## config.mk

```make
export PLATFORM = sky130hd
export DESIGN_NAME = fetch_unit
export DESIGN_NICKNAME = d
export VERILOG_FILES = /design/src/rtl/fetch_unit.sv
export SDC_FILE = /design/constraint.sdc
export NUM_CORES = 1
export LEC_CHECK = 0
export CAP_MARGIN = 20
export CORE_UTILIZATION = 57
export DETAILED_ROUTE_END_ITERATION = 10
export DONT_BUFFER_PORTS = 1
export MAX_ROUTING_LAYER = met4
export PLACE_DENSITY_LB_ADDON = 0.15
export SLEW_MARGIN = 0
export SYNTH_ARGS = -nofsm -noshare
export SYNTH_HDL_FRONTEND = slang
export SYNTH_SLANG_ARGS = --single-unit
```

## constraint.sdc

```tcl
create_clock -name CLK -period 12.1 [get_ports CLK]
set_clock_uncertainty 0.15 [all_clocks]
set_input_delay 3.63 -clock CLK [delete_from_list [all_inputs] [get_ports CLK]]
set_output_delay 3.63 -clock CLK [all_outputs]
set_load 0.01 [all_outputs]
```

## src/rtl/fetch_unit.sv

```systemverilog
// Purpose : MIPS fetch stage. It owns PCF, drives the instruction memory
//           address, and queues returned words for decode.
// Latency : a word accepted at edge N is at the head, with ValidD=1, in the cycle after N.
// Backpr. : when the queue is full, ImemReady is ignored and PCF holds, so the
//           same address is fetched again. StallD holds the head in place.
// Ports   : CLK/Reset (sync, active-high); ImemAddr/ImemReady/ImemRD to memory;
//           InstrD/PCD/PCPlus4D/ValidD/StallD to decode; RedirectE/RedirectTargetE from execute.
module fetch_unit #(
  parameter logic [31:0] RESET_PC = 32'h0000_0000,
  parameter int unsigned DEPTH    = 2
) (
  input  logic        CLK,
  input  logic        Reset,
  output logic [31:0] ImemAddr,
  input  logic        ImemReady,
  input  logic [31:0] ImemRD,
  output logic [31:0] InstrD,
  output logic [31:0] PCD,
  output logic [31:0] PCPlus4D,
  output logic        ValidD,
  input  logic        StallD,
  input  logic        RedirectE,
  input  logic [31:0] RedirectTargetE
);

  localparam int unsigned AW = $clog2(DEPTH);
  localparam int unsigned CW = $clog2(DEPTH + 1);

  typedef struct packed {
    logic [31:0] pc;
    logic [31:0] instr;
  } fq_entry_t;

  fq_entry_t       q_mem [DEPTH];
  fq_entry_t       head;
  logic [31:0]     pcf;
  logic [AW-1:0]   rd_ptr;
  logic [AW-1:0]   wr_ptr;
  logic [CW-1:0]   count;
  logic            full;
  logic            accept;
  logic            pop;

  // Full is taken from the registered count. A pop in the same cycle does
  // not free a slot for this cycle's push.
  assign full   = (count == CW'(DEPTH));
  assign accept = ImemReady && !full && !RedirectE;
  assign pop    = ValidD && !StallD && !RedirectE;

  assign ImemAddr = pcf;
  assign ValidD   = (count != '0);
  assign head     = q_mem[rd_ptr];

  // An empty queue presents zeros, so decode sees a nop bubble.
  always_comb begin
    InstrD   = '0;
    PCD      = '0;
    PCPlus4D = '0;
    if (ValidD) begin
      InstrD   = head.instr;
      PCD      = head.pc;
      PCPlus4D = head.pc + 32'd4;
    end
  end

  // Redirect flushes the queue and takes priority over push and pop.
  // DEPTH is a power of two, so the pointers wrap on their natural width.
  always_ff @(posedge CLK) begin
    if (Reset) begin
      pcf    <= RESET_PC & ~32'h3;
      rd_ptr <= '0;
      wr_ptr <= '0;
      count  <= '0;
    end else if (RedirectE) begin
      pcf    <= RedirectTargetE & ~32'h3;
      rd_ptr <= '0;
      wr_ptr <= '0;
      count  <= '0;
    end else begin
      if (accept) begin
        pcf    <= pcf + 32'd4;
        wr_ptr <= wr_ptr + AW'(1);
      end
      if (pop) begin
        rd_ptr <= rd_ptr + AW'(1);
      end
      case ({accept, pop})
        2'b10:   count <= count + CW'(1);
        2'b01:   count <= count - CW'(1);
        default: count <= count;
      endcase
    end
  end

  // Entry storage needs no reset. Stale entries are never presented because
  // ValidD gates the head outputs.
  always_ff @(posedge CLK) begin
    if (accept && !Reset) begin
      q_mem[wr_ptr] <= '{pc: pcf, instr: ImemRD};
    end
  end

endmodule
```

Word level (Yosys, flattened, before mapping)
Memory sizes are Yosys's and may differ from the RTL's. A register that Yosys moved wholly into a read port is not among the register bits.
Index checks and enable logic that the tools add are counted.
W data, S select, Z words.

cells by class
  bitwise operators = 0
  div/mod/pow operators = 0
  shift-type cells = 0
  reduce and logical (&&, ||, !) cells = 13
  order comparisons = 0
  eq/ne operators = 3
  $add $sub $neg = 6
  mux-type cells = 10
  $mul = 0

operator list
  kind                     count
  $mux W32                 5
  $add A32 B3 Y32 const B  2
  $reduce_bool A2 Y1       3
  $logic_and A1 B1 Y1      5
  $eq A2 B2 Y1 const B     2
  $logic_not A1 Y1         4
  $mux W1                  4
  $pmux W2 S2              1
  $add A1 B1 Y1 const B    2
  $add A2 B1 Y2 const B    1
  $eq A2 B1 Y1 const B     1
  $reduce_or A2 Y1         1
  $sub A2 B1 Y2 const B    1

storage, ports and cells
  logic and storage cells = 38
  ROM bits = 0
  RAM bits = 128
  bits in registers = 36
  output and inout port bits = 129
  memories = 1
  latch bits = 0
  input port bits = 69

memories
  name   words  bits a word  rd ports  clocked after memory_dff  wr ports  RTL line  RTL
  q_mem  2      64           1         1                         1         34        fq_entry_t q_mem [DEPTH];

Depth between registers and ports, before layout
Gate-level depths: netlist of run 1.

  depth in word-level cells = 7
  depth in mapped cells = 10
  mapped depth without buffers = 7

Worst setup path after synthesis of run 1
No wires, ideal clock.

  kind = input -> register
  from = in ImemReady
  to = mem q_mem[1][0] (netlist name), enable pin
  stages = 3
  slack = 820 ps
  buffers on the path = 1
  arrival = 10473 ps
  cells stage by stage = clkbuf_1 > nand2_1 > nor4b_1

between the ends
  word-level cells in the longest chain between the ends = 5

RTL lines
  item                              RTL line  RTL
  start, declared                   15        input logic ImemReady,
  $logic_and A1 B1 Y1 (2 in a row)  47        assign accept = ImemReady && !full && !RedirectE;
  $logic_and A1 B1 Y1               98        if (accept && !Reset) begin
  $mux W1                           98
  $mux W1 (implied by the code)     99        q_mem[wr_ptr] <= '{pc: pcf, instr: ImemRD};
  end, declared                     34

Every way passes these cells.

==> impl_metrics.json, run 1 <==
{
  "insertedDiodeCount": 0,
  "synth_seq_cells": 159,
  "fmaxAchievable_ghz": 0.1288,
  "worst_r2r_path_depth": 5,
  "crit_path_cell_trace": "buf_4 -> mux2_2 -> ha_1 -> inv_1 -> nor4_2 -> buf_4 -> nand4_1 -> a21oi_1 -> mux2_1",
  "first_global_vias": 4509,
  "power_per_cell_area_nw_per_um2": 153.2,
  "cts_tree": "built",
  "synth.cell_area_um2": 7451,
  "postLayoutCellArea_um2": 8198,
  "post_dp_cell_area_um2": 7557,
  "power.internal_mw": 0.9976,
  "async_flop_share_pct": 0,
  "cts-buffers-inserted": 17,
  "worst-r2r-setup-slack_ps": 9410,
  "p_clk_share_pct": 45.6,
  "number_of_vias_after_detailed_routing": 4940,
  "r2r-end": "ImemAddr[18]",
  "tritoncts_num_sinks": 159,
  "post_cts.repair.setup_buffers": 0,
  "dp_worst_setup_slack_ps": 4837,
  "layout-drive-gt1-share_pct": 6.822,
  "layout_setup_ws_ps": 4337,
  "floorplan.rows": 41,
  "post_cts_resized": 0,
  "initial_core_util_pct": 58.80,
  "groute.usage.overall_pct": 24.25,
  "die_area_um2": 13530,
  "slew_at_the_pin_closest_to_its_max_slew_limit_ps": 1024,
  "critPathTopFamily": "buffers and inverters",
  "power_switching_mw": 0.2584,
  "leakage_nw": 2.494,
  "final-setup-viol-count": 0,
  "dp_cells": 785,
  "cap_viol_max_count": 0,
  "critical_path_slowest_stage_cell": "dfxtp_4",
  "worst-path-buf-inv": 3,
  "dieWidth_um": 116.3,
  "synthesis.yosys.warnings": 0,
  "grt_overflow": 0,
  "netlist-cell-type-count": 49,
  "critical_path.reg2reg.startpoint": "ImemAddr[4]",
  "port_buffers": 0,
  "worst_hold_slack_ps": 399.4,
  "total_iterations_of_the_first_detailed_routing_run": 5,
  "critical_path.endpoint": "PCPlus4D[26]",
  "drt_iter0_drc": 313,
  "maxSlewViolCount": 0,
  "status": "finished clean",
  "vias_per_cell": 6.047,
  "nNetsFinal": 704,
  "drtAntennaViolNets": 0,
  "fin_util_pct": 64.70,
  "max-vdd-ir-drop_v": 0.0001069,
  "root_buffer": "clkbuf_16",
  "timing.critical_path.mode_cell": "buf_4",
  "drcViolationCount": 0,
  "layout.area.seq_um2": 4428,
  "hold_bufs_inserted_after_cts": 0,
  "area_used_by_multi_input_combinational_logic_um2": 2839,
  "rsz0062_at_grt": "false",
  "fin_tns_setup_ps": 0,
  "count_of_placed_standard_cells_in_the_final_layout_fillers_left_out": 817,
  "layout_commonest_cell": "edfxtp_1",
  "hold_viol": 0,
  "critical_path.endpoint_type": "output pin",
  "timing.max_slew.rel_slack_pct": 31.72,
  "mostFrequentLayoutCells": "edfxtp_1, nor2_1, mux2i_1",
  "worst-endpoint-arrival_ps": 3980,
  "maximum_number_of_pins_on_one_net_before_global_route_repair": 79,
  "worst_setup_start_kind": "register",
  "n_fill_cell": 1003,
  "switching_share_pct": 20.57,
  "io-pin-count": 198,
  "worst-path-stages": 9,
  "worstHoldPathType": "reg -> reg",
  "synth_seq_area_share_pct": 59.38,
  "synth_edf_count": 124,
  "max-clock-path-buffers": 2,
  "path_class": "reg -> out",
  "comb_power_share_pct": 4.4,
  "primary_ff_master_synth": "edfxtp_1",
  "syn_avg_cell_area_um2": 11.53,
  "globalplace.congestion": 0.8181,
  "grt_first_pass_wirelength_um": 23780,
  "antenna_violations_before_repair": 0,
  "required_ps": 8320,
  "totalWireLength_um": 16020,
  "netlist_instances": 646,
  "cts_htree_levels": 4,
  "wl_per_cell_um": 19.60,
  "core_um2": 12670,
  "clock_pin_slew_reported_for_the_worst_setup_and_hold_paths_after_clock_tree_synthesis_ps": 60,
  "total_power_mw": 1.256,
  "insertion_delay_ps": 420,
  "post-dp-hpwl_um": 10630,
  "peak_fanout_along_the_critical_path": 51,
  "flow.area_growth_from_synthesis_pct": 10.03,
  "layout_worst_path_cycle_share_pct": 64.15,
  "dieHeight_um": 116.3,
  "seq_power_share_pct": 50.0,
  "max_stage_delay_ps": 700,
  "period_minus_slack_ps": 7763
}
sequential cells by signal, summed over array words and instances (netlist names), named ones only:
register,count
q_mem,124
wr_ptr,1
count,2
rd_ptr,1
ImemAddr,30
how the worst min path moves through the flow:
stage	slack, ps	end	startpoint	cells after the start
finish	400	register	rd_ptr	2
global placement	380	register	rd_ptr	2
floorplan	370	register	rd_ptr	2
CTS	400	register	rd_ptr	2
global route	430	register	rd_ptr	2
detailed placement	380	register	rd_ptr	2
kinds of logic (layout without fill, tap and decap cells):
group	count (synthesis)	count (layout)	synth area share (%)
flip-flops	159	159	59.38
buffers and inverters	52	46	3.040
adder cells (fa/ha/maj)	3	3	0.5038
XOR/XNOR	47	47	5.525
AO/OA/AOI/OAI	66	66	6.096
other	1	6	0.05033
multiplexers	65	65	8.816
AND/OR/NAND/NOR	253	253	16.59
metal layers:
metal	GRT usage, %	wire length (um)	up-vias
met4	8.120	193	0
met1	31.29	7034	2390
met2	36.37	7455	193
met3	7.525	1331	17
met5	-	0	-
li1	-	-	2340
cell type report:
type                    count  area share, %
inverters                   8         0.3663
clock inverters             9          2.228
multi-input cells         440          34.63
well taps                 172          2.625
repair buffers              6         0.5495
clock buffers              23          5.586
flip-flops and latches    159          54.01
power groups by stage:
| stage | logic, mW | registers [mW] | clock network (mW) |
|---|---|---|---|
| final | 0.0549 | 0.628 | 0.573 |
| after global routing | 0.0611 | 0.630 | 0.602 |
| after CTS | 0.0553 | 0.628 | 0.580 |
| after detailed placement | 0.0549 | 0.639 | 0 |
| after global placement | 0.0533 | 0.638 | 0 |
| after floorplan | 0.0497 | 0.633 | 0 |
worst reg2reg max path: cells and delay by family (launching register included):
| kind | cells | cell delay [ps] |
|---|---|---|
| XOR/XNOR | 1 | 100 |
| AO/OA/AOI/OAI | 1 | 240 |
| AND/OR/NAND/NOR | 3 | 1590 |
| flip-flops | 1 | 540 |
cells in the mapped netlist, types with 2 or more instances:
master | n | area, um^2
edfxtp_1 | 124 | 3724
dfxtp_1 | 35 | 700.7
o21ai_1 | 4 | 20.02
nand3b_1 | 3 | 22.52
nand2b_1 | 2 | 12.51
nand3_1 | 25 | 125.1
a22oi_1 | 2 | 15.01
nor2_1 | 99 | 371.6
buf_4 | 6 | 45.04
and2_1 | 9 | 56.30
mux2_2 | 2 | 22.52
and4_1 | 5 | 43.79
xor2_1 | 8 | 70.07
a211oi_1 | 21 | 157.7
nand4b_1 | 6 | 52.55
o22ai_1 | 2 | 12.51
inv_1 | 7 | 26.28
clkbuf_1 | 24 | 90.09
nand2_1 | 44 | 165.2
buf_1 | 7 | 26.28
a21oi_1 | 9 | 45.04
o31a_1 | 2 | 17.52
mux2i_1 | 60 | 600.6
mux2_1 | 3 | 33.78
xnor2_1 | 39 | 341.6
nor3_1 | 17 | 85.08
nor4_1 | 17 | 106.4
or3_1 | 3 | 18.77
and3_1 | 2 | 12.51
buf_2 | 7 | 35.03
a311oi_1 | 3 | 26.28
o21ai_0 | 9 | 45.04
o31ai_1 | 6 | 45.04
ha_1 | 3 | 37.54
nand4_1 | 17 | 106.4
(Power assumes the default switching activity.)
==> run 2: changes to the inputs <==
==> constraint.sdc (replaced) <==
create_clock -name CLK -period 7.1 [get_ports CLK]
set_clock_uncertainty 0.15 [all_clocks]
set_input_delay 2.13 -clock CLK [delete_from_list [all_inputs] [get_ports CLK]]
set_output_delay 2.13 -clock CLK [all_outputs]
set_load 0.01 [all_outputs]
==> impl_metrics.json, run 2 (synthesis results as in run 1) <==
{
  "status": "finished clean",
  "grt_overflow": 0,
  "postLayoutCellArea_um2": 8157,
  "path_class": "reg -> out",
  "drt_iter0_drc": 316,
  "detail_route.wirelength.met1_um": 7058,
  "insertedDiodeCount": 0,
  "first_global_vias": 4422,
  "timing.max_slew.rel_slack_pct": 36.87,
  "fin_tns_setup_ps": 0,
  "root_buffer": "clkbuf_16",
  "route.top_layer_used": "met4",
  "dp_worst_setup_slack_ps": 1633,
  "dr_wl_met2_um": 7267,
  "groute.usage.overall_pct": 23.84,
  "cap_viol_max_count": 0,
  "post_cts_resized": 0,
  "max_ffs_per_register": 124,
  "crit_path_cell_trace": "nand4_1 -> a222oi_1 -> nand4_1 -> a21oi_1 -> mux2_1",
  "required_ps": 4820,
  "count_of_placed_standard_cells_in_the_final_layout_fillers_left_out": 817,
  "tritoncts_num_sinks": 159,
  "whs_endpoint": "rd_ptr",
  "r2r-end": "ImemAddr[19]",
  "layout_commonest_cell": "edfxtp_1",
  "drtAntennaViolNets": 0,
  "mostFrequentLayoutCells": "edfxtp_1, nor2_1, mux2i_1",
  "detail_route_met3_wl_um": 1175,
  "drcViolationCount": 0,
  "max-clock-path-buffers": 2,
  "insertion_delay_ps": 420,
  "layout_worst_path_cycle_share_pct": 82.80,
  "cts_htree_levels": 4,
  "cts_tree": "built",
  "post_dp_cell_area_um2": 7575,
  "worst-endpoint-arrival_ps": 3600,
  "critical_path.endpoint_type": "output pin",
  "power_per_cell_area_nw_per_um2": 251.6,
  "critical_path_slowest_stage_cell": "dfxtp_4",
  "layout-drive-gt1-share_pct": 6.822,
  "worstHoldPathType": "reg -> reg",
  "initial_core_util_pct": 58.80,
  "die_area_um2": 13530,
  "timing.critical_path.mode_cell": "nand4_1",
  "globalplace.congestion": 0.8201,
  "layout.area.seq_um2": 4428,
  "period_minus_slack_ps": 5879,
  "hold_bufs_inserted_after_cts": 0,
  "hold_viol": 0,
  "fmaxAchievable_ghz": 0.1701,
  "area_used_by_multi_input_combinational_logic_um2": 2856,
  "layout_setup_ws_ps": 1221,
  "worst_r2r_path_depth": 5,
  "dieHeight_um": 116.3,
  "vias_per_cell": 5.929,
  "number_of_vias_after_detailed_routing": 4844,
  "worst-r2r-setup-slack_ps": 4430,
  "worst_setup_start_kind": "register",
  "flow.area_growth_from_synthesis_pct": 9.471,
  "nNetsFinal": 704,
  "cell_depth_of_the_worst_min_delay_path": 2,
  "cts-buffers-inserted": 17,
  "port_buffers": 0,
  "n_fill_cell": 993,
  "io-pin-count": 198,
  "antenna_violations_before_repair": 0,
  "clock_pin_slew_reported_for_the_worst_setup_and_hold_paths_after_clock_tree_synthesis_ps": 60,
  "worst_hold_slack_ps": 404.8,
  "max_stage_delay_ps": 910,
  "total_power_mw": 2.052,
  "dieWidth_um": 116.3,
  "post-dp-hpwl_um": 10640,
  "slew_at_the_pin_closest_to_its_max_slew_limit_ps": 947.0,
  "dp_cells": 785,
  "max-vdd-ir-drop_v": 0.0001112,
  "core_um2": 12670,
  "critical_path.reg2reg.startpoint": "ImemAddr[4]",
  "peak_fanout_along_the_critical_path": 62,
  "min_from": "rd_ptr",
  "wl_per_cell_um": 19.29,
  "final-setup-viol-count": 0,
  "rsz0062_at_grt": "false",
  "largest-register": "q_mem",
  "maximum_number_of_pins_on_one_net_before_global_route_repair": 80,
  "floorplan.rows": 41,
  "totalWireLength_um": 15760,
  "fin_util_pct": 64.37,
  "total_iterations_of_the_first_detailed_routing_run": 6,
  "leakage_nw": 2.472,
  "post_cts.repair.setup_buffers": 0,
  "grt_first_pass_wirelength_um": 23300,
  "maxSlewViolCount": 0
}
## run 2: cell count changes in the layout (fill, tap and decap cells not counted), sizes merged
cell	change
clkbuf	-3
bufinv	-2
clkinv	+4
clkinvlp	+1
## run 2: routing by layer
| layer | vias to the layer above | track usage [%] |
|---|---|---|
| met5 | - | - |
| met4 | 0 | 10.00 |
| met3 | 20 | 6.383 |
| met2 | 173 | 35.78 |
| met1 | 2302 | 30.61 |
| li1 | 2349 | - |
## run 2: cell type report
type / instances / share of cell area [%]
Clock inverter: 12 / 1.779
Multi-Input combinational cell: 440 / 35.02
Inverter: 8 / 0.3682
Clock buffer: 20 / 5.354
Timing Repair Buffer: 6 / 0.5522
Tap cell: 172 / 2.638
Sequential cell: 159 / 54.29
## run 2: power breakdown
group	total, mW	switching [mW]	internal, mW
logic	0.0933	0.0603	0.0330
clock network	0.889	0.340	0.549
registers	1.07	0.0377	1.03
## run 2: worst max-delay path, delay by kind of cell (launching register included)
| family | cells | cell delay [ps] |
|---|---|---|
| compound gates | 2 | 1170 |
| flops | 1 | 910 |
| mux | 1 | 390 |
| simple gates | 2 | 700 |
## run 2: how the worst max path moves through the flow
| stage | end | cells after the start | from | slack (ps) |
|---|---|---|---|---|
| 2_1_floorplan | q_mem[1][0] | 3 | ImemReady | 430 |
| 3_3_place_gp | PCPlus4D[26] | 5 | register | 1690 |
| 3_5_place_dp | PCPlus4D[26] | 5 | register | 1630 |
| 4_1_cts | PCPlus4D[26] | 5 | register | 1190 |
| 5_1_grt | PCPlus4D[26] | 5 | register | 850 |
| 6_report | PCPlus4D[26] | 5 | register | 1220 |
==> run 3: changes to the inputs <==
==> constraint.sdc (replaced) <==
create_clock -name CLK -period 5.4 [get_ports CLK]
set_clock_uncertainty 0.15 [all_clocks]
set_input_delay 1.62 -clock CLK [delete_from_list [all_inputs] [get_ports CLK]]
set_output_delay 1.62 -clock CLK [all_outputs]
set_load 0.01 [all_outputs]
==> impl_metrics.json, run 3 (synthesis results as in run 1) <==
{
  "status": "finished clean",
  "root_buffer": "clkbuf_16",
  "n_fill_cell": 1015,
  "critical_path.endpoint_type": "output pin",
  "worstHoldPathType": "reg -> reg",
  "worst-endpoint-arrival_ps": 3320,
  "max-vdd-ir-drop_v": 0.0002044,
  "layout_worst_path_cycle_share_pct": 94.26,
  "dieWidth_um": 116.3,
  "crit_path_cell_trace": "mux2_2 -> ha_1 -> inv_1 -> nor4_2 -> nand4_1 -> a21oi_1 -> mux2_1",
  "power_per_cell_area_nw_per_um2": 326.9,
  "vias_per_cell": 5.923,
  "dieHeight_um": 116.3,
  "post_cts_resized": 0,
  "leakage_nw": 2.475,
  "floorplan.rows": 41,
  "drt_iter0_drc": 320,
  "mostFrequentLayoutCells": "edfxtp_1, nor2_1, mux2i_1",
  "fmaxAchievable_ghz": 0.1965,
  "required_ps": 3630,
  "max_ffs_per_register": 124,
  "globalplace.congestion": 0.8229,
  "path_class": "reg -> out",
  "initial_core_util_pct": 58.80,
  "die_area_um2": 13530,
  "total_iterations_of_the_first_detailed_routing_run": 5,
  "antenna_violations_before_repair": 0,
  "cts-buffers-inserted": 17,
  "post_cts.repair.setup_buffers": 0,
  "worst-path-buf-inv": 1,
  "max_stage_delay_ps": 770,
  "largest-register": "q_mem",
  "drtAntennaViolNets": 0,
  "flow.area_growth_from_synthesis_pct": 9.488,
  "layout.area.seq_um2": 4428,
  "cap_viol_max_count": 0,
  "nNetsFinal": 706,
  "first_global_vias": 4216,
  "layout-drive-gt1-share_pct": 7.110,
  "hold_bufs_inserted_after_cts": 0,
  "number_of_vias_after_detailed_routing": 4851,
  "grt_first_pass_wirelength_um": 22540,
  "clock_pin_slew_reported_for_the_worst_setup_and_hold_paths_after_clock_tree_synthesis_ps": 60,
  "critical_path_slowest_stage_cell": "dfxtp_4",
  "fin_tns_setup_ps": 0,
  "post-dp-hpwl_um": 10570,
  "area_used_by_multi_input_combinational_logic_um2": 2856,
  "insertion_delay_ps": 420,
  "layout_commonest_cell": "edfxtp_1",
  "port_buffers": 0,
  "hold_viol": 0,
  "timing.max_slew.rel_slack_pct": 41.34,
  "period_minus_slack_ps": 5090,
  "tritoncts_num_sinks": 159,
  "totalWireLength_um": 15470,
  "cts_tree": "built",
  "critPathTopFamily": "simple AND/OR/NAND/NOR gates",
  "insertedDiodeCount": 0,
  "worst_setup_start_kind": "register",
  "max-clock-path-buffers": 2,
  "peak_fanout_along_the_critical_path": 46,
  "fin_util_pct": 64.38,
  "groute.usage.overall_pct": 23.30,
  "maxSlewViolCount": 0,
  "final-setup-viol-count": 0,
  "grt_overflow": 0,
  "cts_htree_levels": 4,
  "maximum_number_of_pins_on_one_net_before_global_route_repair": 79,
  "total_power_mw": 2.667,
  "rsz0062_at_grt": "false",
  "wl_per_cell_um": 18.89,
  "io-pin-count": 198,
  "worst-r2r-setup-slack_ps": 2730,
  "slew_at_the_pin_closest_to_its_max_slew_limit_ps": 877.4,
  "core_um2": 12670,
  "drcViolationCount": 0
}
[run 3: cell types whose count changed in the layout (fill, tap and decap cells not counted), sizes merged]
cell | before | now
buf | 6 | 8
bufinv | 3 | 2
clkbuf | 20 | 23
clkinv | 5 | 2
inv | 9 | 10
[run 3: per-layer routing]
| layer | vias up | global-route usage (%) | share of wire [%] |
|---|---|---|---|
| met2 | 171 | 35.27 | 47 |
| met5 | - | - | 0 |
| met4 | 0 | 8.291 | 1.0 |
| li1 | 2346 | - | - |
| met3 | 15 | 7.058 | 8.1 |
| met1 | 2319 | 29.71 | 44 |
[run 3: cell type report]
class	count	area share, %
Sequential cell	159	54.28
Clock buffer	23	5.613
Inverter	8	0.3681
Clock inverter	9	1.350
Tap cell	172	2.638
Multi-Input combinational cell	440	35.02
Timing Repair Buffer	8	0.7362
[run 3: path summary, 6_finish.rpt]
kind	startpoint	end	cells after the start
hold reg to reg	rd_ptr	register	2
setup reg to reg	ImemAddr[4]	ImemAddr[23]	5
setup / recovery	register	PCPlus4D[26]	7
hold / removal	rd_ptr	register	2
[run 3: worst reg2reg max path, cell delays in order, from the launching register on]
cell and delay, ps:
dfxtp_1 550, and4_1 310, nand3_1 620, nor4_1 610, xnor2_1 110, a211oi_1 240
[run 3: report_power, final]
group	switching, mW	total, mW	internal (mW)
Combinational	0.0792	0.123	0.0434
Clock	0.445	1.14	0.694
Sequential	0.0484	1.41	1.36
[run 3: per-stage QoR]
stage	std cells	cell area, um^2	setup slack, ps	hold slack (ps)
after floorplan	651	7500	645.7	370.2
after global placement	787	7590	797.5	373.6
after detailed placement	787	7590	746.4	382.2
after CTS	819	8158	295.2	399.9
after global routing	819	8158	171.5	421.6
final	819	8158	310.0	401.0
